<file path="config.mk">
export PLATFORM = sky130hd
export DESIGN_NAME = fft_twiddle_pipe
export DESIGN_NICKNAME = d
export VERILOG_FILES = /design/src/rtl/fft_twiddle_pipe.sv
export SDC_FILE = /design/constraint.sdc
export NUM_CORES = 2
export LEC_CHECK = 0
export BUFFER_PORTS_ARGS = -buffer_cell sky130_fd_sc_hd__buf_2
export CORE_MARGIN = 2
export CORE_UTILIZATION = 60
export CTS_CLUSTER_SIZE = 40
export DETAILED_ROUTE_END_ITERATION = 8
export PLACE_DENSITY = 0.77
export REMOVE_ABC_BUFFERS = 1
export SLEW_MARGIN = 10
export SYNTH_ARGS = -nofsm -noshare
export SYNTH_HDL_FRONTEND = slang
export SYNTH_SLANG_ARGS = --single-unit
</file>
<file path="constraint.sdc">
create_clock -name clk -period 16.3 [get_ports clk]
set_clock_uncertainty 0.2 [all_clocks]
set_input_delay 2.445 -clock clk [delete_from_list [all_inputs] [get_ports clk]]
set_output_delay 2.445 -clock clk [all_outputs]
set_load 0.005 [all_outputs]
</file>
<file path="src/rtl/fft_twiddle_pipe.sv">
// fft_twiddle_pipe: 4-stage streaming twiddle multiplier, W*x and -W*x.
// Define FFT_TWIDDLE_QUARTER_ROM_EN to fold a quarter-wave ROM in S1.
module fft_twiddle_pipe #(
  parameter int LOG2N = 6,
  parameter int DATA_W = 16,
  parameter int TW_W = 17,
  parameter int ADD_BIT = 0,
  localparam int KW = (LOG2N > 1) ? LOG2N - 1 : 1,
  localparam int OW = DATA_W + ADD_BIT
) (
  input  logic          clk,
  input  logic          reset,
  input  logic          in_valid,
  output logic          in_ready,
  input  logic [DATA_W-1:0] in_i,
  input  logic [DATA_W-1:0] in_q,
  input  logic [KW-1:0] in_k,
  input  logic          in_inv,
  output logic          out_valid,
  input  logic          out_ready,
  output logic [OW-1:0] out_wx_i,
  output logic [OW-1:0] out_wx_q,
  output logic [OW-1:0] out_nwx_i,
  output logic [OW-1:0] out_nwx_q,
  output logic          out_sat
);

  localparam int NH = 1 << (LOG2N - 1);
  localparam int NQ = NH / 2;
  localparam int PW = DATA_W + TW_W;
  localparam int SH = TW_W - 2 - ADD_BIT;
  localparam int SW = PW + 2;
  localparam int RW = SW - SH;
  localparam int RND = 1 << (TW_W - 3);
  localparam real PI = 3.14159265358979323846;
  localparam real SCALE = 2.0 ** (TW_W - 2);
  localparam logic signed [OW-1:0] OMAX = {1'b0, {(OW-1){1'b1}}};
  localparam logic signed [OW-1:0] OMIN = {1'b1, {(OW-1){1'b0}}};

`ifdef FFT_TWIDDLE_QUARTER_ROM_EN
  localparam bit QROM = (LOG2N > 2);
`else
  localparam bit QROM = 1'b0;
`endif
  localparam int ROM_N = QROM ? NQ + 1 : NH;

  function automatic real taylor(real x, bit is_sin);
    real t;
    real acc;
    t = is_sin ? x : 1.0;
    acc = t;
    for (int n = 1; n < 24; n++) begin
      if (is_sin) t = -t * x * x / real'((2*n) * (2*n+1));
      else t = -t * x * x / real'((2*n-1) * (2*n));
      acc = acc + t;
    end
    return acc;
  endfunction

  function automatic int q_round(real r);
    return (r >= 0.0) ? $rtoi(r + 0.5) : -$rtoi(0.5 - r);
  endfunction

  // Angles past pi/2 are folded so both ROM builds share identical words
  function automatic int rom_val(int k, bit is_sin);
    int kk;
    int v;
    kk = (2*k > NH) ? NH - k : k;
    v = q_round(SCALE * taylor(2.0 * PI * real'(kk) / real'(2*NH), is_sin));
    return (!is_sin && 2*k > NH) ? -v : v;
  endfunction

  logic signed [TW_W-1:0] cos_rom [ROM_N];
  logic signed [TW_W-1:0] sin_rom [ROM_N];

  for (genvar g = 0; g < ROM_N; g++) begin : g_rom
    localparam int CV = rom_val(g, 1'b0);
    localparam int SV = rom_val(g, 1'b1);
    assign cos_rom[g] = TW_W'(CV);
    assign sin_rom[g] = TW_W'(SV);
  end

  function automatic logic signed [PW-1:0] tw_mul(
    logic signed [DATA_W-1:0] x,
    logic signed [TW_W-1:0] w
  );
    logic signed [PW-1:0] xs;
    xs = PW'(x) <<< (TW_W - 2);
    if (LOG2N > 2) return PW'(x) * PW'(w);
    if (w == '0) return '0;
    return w[TW_W-1] ? -xs : xs;
  endfunction

  function automatic logic [OW:0] sat_fn(logic signed [RW-1:0] v);
    if (v > RW'(OMAX)) return {1'b1, OMAX};
    if (v < RW'(OMIN)) return {1'b1, OMIN};
    return {1'b0, v[OW-1:0]};
  endfunction

  logic advance;
  logic rom_neg;
  logic [KW-1:0] rom_idx;
  logic signed [TW_W-1:0] c_sel, s_dir;
  logic s1_v, s2_v, s3_v, s4_v;
  logic signed [DATA_W-1:0] s1_a, s1_b;
  logic signed [TW_W-1:0] s1_c, s1_s;
  logic signed [PW-1:0] s2_ac, s2_bs, s2_as, s2_bc;
  logic signed [SW-1:0] re_sum, im_sum;
  logic signed [RW-1:0] re_sh, im_sh, s3_re, s3_im;
  logic signed [OW-1:0] wi, wq, ni, nq;
  logic wi_s, wq_s;

  assign advance = !s4_v || out_ready;
  assign in_ready = advance;
  assign out_valid = s4_v;

  assign rom_neg = QROM && (in_k > KW'(NQ));
  assign rom_idx = rom_neg ? KW'(NH - int'(in_k)) : in_k;
  assign c_sel = rom_neg ? -cos_rom[rom_idx] : cos_rom[rom_idx];
  assign s_dir = in_inv ? sin_rom[rom_idx] : -sin_rom[rom_idx];

  assign re_sum = SW'(s2_ac) - SW'(s2_bs) + SW'(RND);
  assign im_sum = SW'(s2_as) + SW'(s2_bc) + SW'(RND);
  assign re_sh = RW'(re_sum >>> SH);
  assign im_sh = RW'(im_sum >>> SH);

  assign {wi_s, wi} = sat_fn(s3_re);
  assign {wq_s, wq} = sat_fn(s3_im);
  assign ni = (wi == OMIN) ? OMAX : -wi;
  assign nq = (wq == OMIN) ? OMAX : -wq;

  always_ff @(posedge clk or posedge reset) begin
    if (reset) begin
      s1_v <= 1'b0;
      s2_v <= 1'b0;
      s3_v <= 1'b0;
      s4_v <= 1'b0;
      s1_a <= '0;
      s1_b <= '0;
      s1_c <= '0;
      s1_s <= '0;
      s2_ac <= '0;
      s2_bs <= '0;
      s2_as <= '0;
      s2_bc <= '0;
      s3_re <= '0;
      s3_im <= '0;
      out_wx_i <= '0;
      out_wx_q <= '0;
      out_nwx_i <= '0;
      out_nwx_q <= '0;
      out_sat <= 1'b0;
    end else if (advance) begin
      s1_v <= in_valid;
      s1_a <= in_i;
      s1_b <= in_q;
      s1_c <= c_sel;
      s1_s <= s_dir;
      s2_v <= s1_v;
      s2_ac <= tw_mul(s1_a, s1_c);
      s2_bs <= tw_mul(s1_b, s1_s);
      s2_as <= tw_mul(s1_a, s1_s);
      s2_bc <= tw_mul(s1_b, s1_c);
      s3_v <= s2_v;
      s3_re <= re_sh;
      s3_im <= im_sh;
      s4_v <= s3_v;
      out_wx_i <= wi;
      out_wx_q <= wq;
      out_nwx_i <= ni;
      out_nwx_q <= nq;
      out_sat <= wi_s | wq_s | (wi == OMIN) | (wq == OMIN);
    end
  end

endmodule

</file>
# After elaboration in Yosys (flattened, before gate mapping)
# Memory sizes are Yosys's and may differ from the RTL's. A register that Yosys moved wholly into a read port is not among the register bits.
# Index checks and enable logic that the tools add are counted.
[word_totals]
input_bits = 42
regBits = 290
memories = 2
romBits = 1088
output_inout_bits = 67
word_cells = 90
[memory_table]
columns = ["name", "depth", "word_bits", "rd", "rd_ports_with_merged_regs", "write_ports", "line", "rtl"]
rows = [
  ["(no name shown)", 32, 17, 1, 0, 0, "120", "assign s_dir = in_inv ? sin_rom[rom_idx] : -sin_rom[rom_idx];"],
  ["(no name shown)", 32, 17, 1, 1, 0, "119", "assign c_sel = rom_neg ? -cos_rom[rom_idx] : cos_rom[rom_idx];"],
]
[classes]
n_addsub = 9
mul = 4
n_eq_ne = 2
n_lt_le_gt_ge = 5
n_mux = 42
n_reduce_logical = 4
bitwise = 4
[ops]
columns = ["cell", "n"]
rows = [
  ["$mux W33", 16],
  ["$mux W17", 11],
  ["$mul A16 B17 Y33", 4],
  ["$add A34 B16 Y35 const B", 2],
  ["$neg A31 Y33", 2],
  ["$gt A20 B16 Y1 const B", 2],
  ["$lt A20 B16 Y1 const B", 2],
  ["$add A33 B33 Y34", 1],
  ["$logic_not A17 Y1", 2],
  ["$sub A33 B33 Y34", 1],
  ["$eq A16 B16 Y1 const B", 2],
  ["$mux W16", 2],
  ["$neg A16 Y16", 2],
  ["$neg A17 Y17", 1],
  ["$mux W1", 13],
  ["$ge A6 B6 Y1 const B", 1],
  ["$not A5 Y6", 1],
  ["$or A1 B1 Y1", 3],
  ["$logic_not A1 Y1", 1],
  ["$logic_or A1 B1 Y1", 1],
]

# Longest topological paths before layout
[logic_depth]
word_depth = 8
depth_mapped = 27

# Worst setup path before layout
# No wires, ideal clock.
[synth_timing]
path_type = "reg-to-reg"
start = "register s1_a[1]"
end = "register s2_as[29]"
stages_incl_launch_ff = 23
path_slack_ns = 9.741
arrival_ns = 6.230
path_buffers = 1
setup_ns = 0.129
period_less_slack_ns = 6.559
cell_sequence = "dfrtp_1 -> clkbuf_1 -> nand2_1 -> inv_1 -> fa_1 -> fa_1 -> fa_1 -> fa_1 -> fa_1 -> inv_1 -> fa_1 -> inv_1 -> ha_1 -> and3_1 -> and3_1 -> and3_1 -> a32o_1 -> a2111oi_2 -> nor2_1 -> a311o_1 -> a21oi_1 -> xor2_1 -> o21ai_1"
[synth_via]
elab_chain_len = 4
word_cells_on_any_way = 6
classes_between = "1 x add/sub; 1 x mul; 4 x mux"
[synth_rtl]
columns = ["item", "line", "rtl"]
rows = [
  ["start: declaration", "105", "logic signed [DATA_W-1:0] s1_a, s1_b;"],
  ["start signal: assignment", "155", "s1_a <= in_i;"],
  ["$mul A16 B17 Y33 / $neg A31 Y33 (equally long branches)", "89, 91", ""],
  ["$mux W33 (on tied branches)", "90, 91", ""],
  ["$mux W33", "91", "return w[TW_W-1] ? -xs : xs;"],
  ["$mux W33 *", "90", "if (w == '0) return '0;"],
  ["end signal: assignment", "162", "s2_as <= tw_mul(s1_a, s1_s);"],
  ["end: declaration", "107", "logic signed [PW-1:0] s2_ac, s2_bs, s2_as, s2_bc;"],
]
# Mark *: on every way between the ends. The rest lies on a longest branch, timed or not.
# A chain may end at the register's enable or synchronous reset.

# Worst setup path after layout
[layout_timing]
start = "register s1_c[7]"
end = "register s2_ac[31]"
[layout_via]
elab_chain_len = 6
word_cells_on_any_way = 8
classes_between = "1 x mul; 6 x mux; 1 x reduce/logical"
[layout_rtl]
columns = ["item", "line", "rtl"]
rows = [
  ["start: declaration", "106", "logic signed [TW_W-1:0] s1_c, s1_s;"],
  ["branches (longest 5 deep; another with $mul A16 B17 Y33)", "--", ""],
  ["$mux W33 *", "90", ""],
  ["end signal: assignment", "160", "s2_ac <= tw_mul(s1_a, s1_c);"],
  ["end: declaration", "107", ""],
]
# Every way passes the cells marked *. The select of a mux whose other input is x is not followed.

==> results.yml <==
final_layout:
  multi_input_area_sq_mm: 0.0440
  design_area_sq_mm: 0.0607
  final_nets: 7948
  seqCellArea_sq_mm: 0.00768
  drive_above_1_share_pct: 4.68
  fin_cells: 7628
  fillerInstances: 7806
  syn_to_final_growth_pct: 5.20
outcome:
  status: "finished, final reports clean"
route:
  drtIter0Drc: 3523
  viasPerCell: 5.67
  first_pass_iters: 6
  drt-wirelength-per-cell_um: 18.7
  num_vias: 43200
  drt_drc_violations_left: 0
  routed_wl_mm: 143
  ant_nets: 0
floorplanning:
  core-area_sq_mm: 0.0952
  die_area_sq_mm: 0.0986
  initial_core_util_pct: 60.6
  die_h_um: 314
  rows: 113
  dieWidth_um: 314
  boundaryPins: 109
cts:
  clock_sink_count: 307
  htreeDepth: 2
  clkLatencyLatePin_ns: 0.63
  cts_setup_buffers: 0
  cts_buffers: 43
  tritoncts: "yes"
  cts-root-buf: "clkbuf_16"
  cts.clk_slew.worst_paths_ns: 0.07
  clockBufferDepth: 3
  ctsHoldBuffers: 0
  cts_resized: 0
worst_setup_path:
  max_stage_delay_ns: 0.55
  crit_top_cell: "fa_1"
  crit_required_ns: 16.59
  cp_max_fo: 33
  end_kind: "register"
  slowest_stage: "fa_1"
  cp_top_family: "adder cells"
  crit_arrival_ns: 7.79
  path_buf_inv: 6
  rrSetupSlack_ns: 8.80
  criticalPathCategory: "register to register"
  start_kind: "register"
  crit_chain: "buf_4 > nand2_1 > fa_1 > inv_1 > fa_1 > inv_1 > fa_1 > inv_1 > fa_1 > fa_1 > inv_1 > fa_1 > inv_1 > ha_1 > a21o_1 > a211o_1 > or4_1 > a21oi_1 > o32ai_1 > nor4_1 > o31ai_1 > a31oi_1 > xor2_1 > o21ai_1"
run:
  cap_violations: 0
placed_design:
  dpl.hpwl_mm: 107
  place.gp.congestion: 0.918
  dpl_cell_area_sq_mm: 0.0592
  placed_cells_incl_taps: 7548
  port_buffers: 108
timing:
  setup_viol: 0
  tightest_slew_ns: 1.15
  finalCritPeriodShare_pct: 46.0
  period_needed_ns: 7.50
  rsz0062_at_grt: "no"
  finalHoldViolCount: 0
  fmax_mhz: 133
  slew-limit-headroom_pct: 23.2
  drv_slew: 0
logic_synthesis:
  synth.area.top_cells: "fa_1 38%, dfrtp_1 13%, ha_1 10%"
  syn_area_sq_mm: 0.0577
  ys_async_sr_fraction_pct: 100
  seq_area_frac_synth_pct: 13.3
  synth_top_cell_by_area: "fa_1"
  synth-edff-count: 0
  synth_warnings: 0
  synth-seq-cells: 307
  syn_inst: 6418
  post_synth.cell_area_avg_sq_um: 8.99
  synth_cell_types: 94
  synth_flop_cell: "dfrtp_1"
  netlist.area_leader.share_pct: 38.3
global_routing:
  grt_pass1_wl_mm: 237
  grt_max_degree: 184
  antenna_found_initial: 1
  overflow: 0
  grt_pass1_vias: 45200
  grt_use_total_pct: 30.2
worst_hold_path:
  hp-class: "register to register"
worst reg2reg max path: stages, from the launching register on:
cell and delay, ns:
dfrtp_1 0.32, buf_4 0.41, nand2_1 0.20, fa_1 0.55, inv_1 0.06, fa_1 0.51
inv_1 0.06, fa_1 0.54, inv_1 0.05, fa_1 0.45, fa_1 0.49, inv_1 0.05
fa_1 0.47, inv_1 0.04, ha_1 0.34, a21o_1 0.18, a211o_1 0.27, or4_1 0.39
a21oi_1 0.43, o32ai_1 0.22, nor4_1 0.50, o31ai_1 0.20, a31oi_1 0.20, xor2_1 0.18
o21ai_1 0.07
worst paths after layout:
kind,end,depth (start not counted),from
max,s2_ac[31],24,s1_c[7]
min,s3_v,2,s3_v
max reg2reg,s2_ac[31],24,s1_c[7]
min reg2reg,s3_v,2,s3_v
max in group asynchronous,s1_s[0],4,reset
min in group asynchronous,out_valid,2,reset
cell families (layout without fill, tap and decap cells):
kind of cell	count (synthesis)	in the layout	synth area share, %
XOR/XNOR	193	193	2.93
AND/OR/NAND/NOR	1950	1950	16.0
buffers and inverters	1581	1525	10.3
other	0	1	0
flip-flops	307	307	13.3
multiplexers	11	11	0.202
adder cells (fa/ha/maj)	1578	1578	48.6
AO/OA/AOI/OAI	798	798	8.61
stage by stage:
step | hold slack (ns) | utilization [%] | setup TNS (ns) | setup WS, ns
floorplan | 0.230 | - | -1012.02 | -6.89
global placement | 0.244 | 62.2 | 0 | 9.05
detailed placement | 0.247 | 62.2 | 0 | 8.89
CTS | 0.259 | 63.8 | 0 | 8.87
global route | 0.282 | 63.8 | 0 | 8.55
finish | 0.254 | 63.8 | 0 | 8.80
Yosys cell counts, types with 40 or more instances:
library cell / count
nor3_1: 47
a21oi_1: 268
dfrtp_1: 307
o21ai_0: 203
ha_1: 474
inv_1: 1257
a21o_1: 56
nor2_1: 274
nand3_1: 40
xor2_1: 83
nand2b_1: 47
nand2_1: 902
fa_1: 1104
and2_1: 520
xnor2_1: 110
clkbuf_1: 294
per-layer routing:
| metal | track usage (%) | share of wire (%) | vias to the layer above |
|---|---|---|---|
| met1 | 40.9 | 40 | 21900 |
| li1 | - | - | 19400 |
| met5 | 0 | 0 | - |
| met3 | 4.40 | 7.3 | 269 |
| met2 | 48.7 | 48 | 1611 |
| met4 | 13.4 | 5.0 | 0 |
placed cells by master, fill, tap and decap left out, drive strengths merged, types with 7 or more instances in the layout:
cell type,synthesis,layout
a211o,12,12
a211oi,22,22
a21o,57,57
a21oi,270,270
a221oi,9,9
a311oi,9,9
a31oi,30,30
and2,520,520
and3,26,26
buf,27,186
clkbuf,294,58
clkinv,1,12
dfrtp,307,307
fa,1104,1104
ha,474,474
inv,1259,1264
nand2,902,902
nand2b,47,47
nand3,41,41
nand4,12,12
nor2,275,275
nor2b,17,17
nor3,48,48
nor3b,7,7
nor4,10,10
o211ai,8,8
o21a,22,22
o21ai,224,224
o21bai,26,26
o22a,9,9
o22ai,8,8
o311ai,9,9
o31ai,28,28
o41ai,7,7
or3,16,16
xnor2,110,110
xor2,83,83
flip-flops by register name, summed over array words and instances, names as in the netlist, 17 cells and up:
| signal | count |
|---|---|
| s3_re | 20 |
| s1_c | 17 |
| s2_ac | 33 |
| s2_bc | 33 |
| s1_s | 17 |
| s2_as | 33 |
| s3_im | 20 |
| s2_bs | 33 |
final cells by class:
cell class              instances  area share [%]
flip-flops and latches        307            12.7
clock inverters                21           0.431
clock buffers                  58            1.98
well taps                    1265            2.61
diodes                          1         0.00412
inverters                    1260            7.82
multi-input cells            4530            72.6
repair buffers                186            1.88
Power is not shown: default switching activity piles up to over one toggle a cycle in this logic, so the estimate is an artifact.
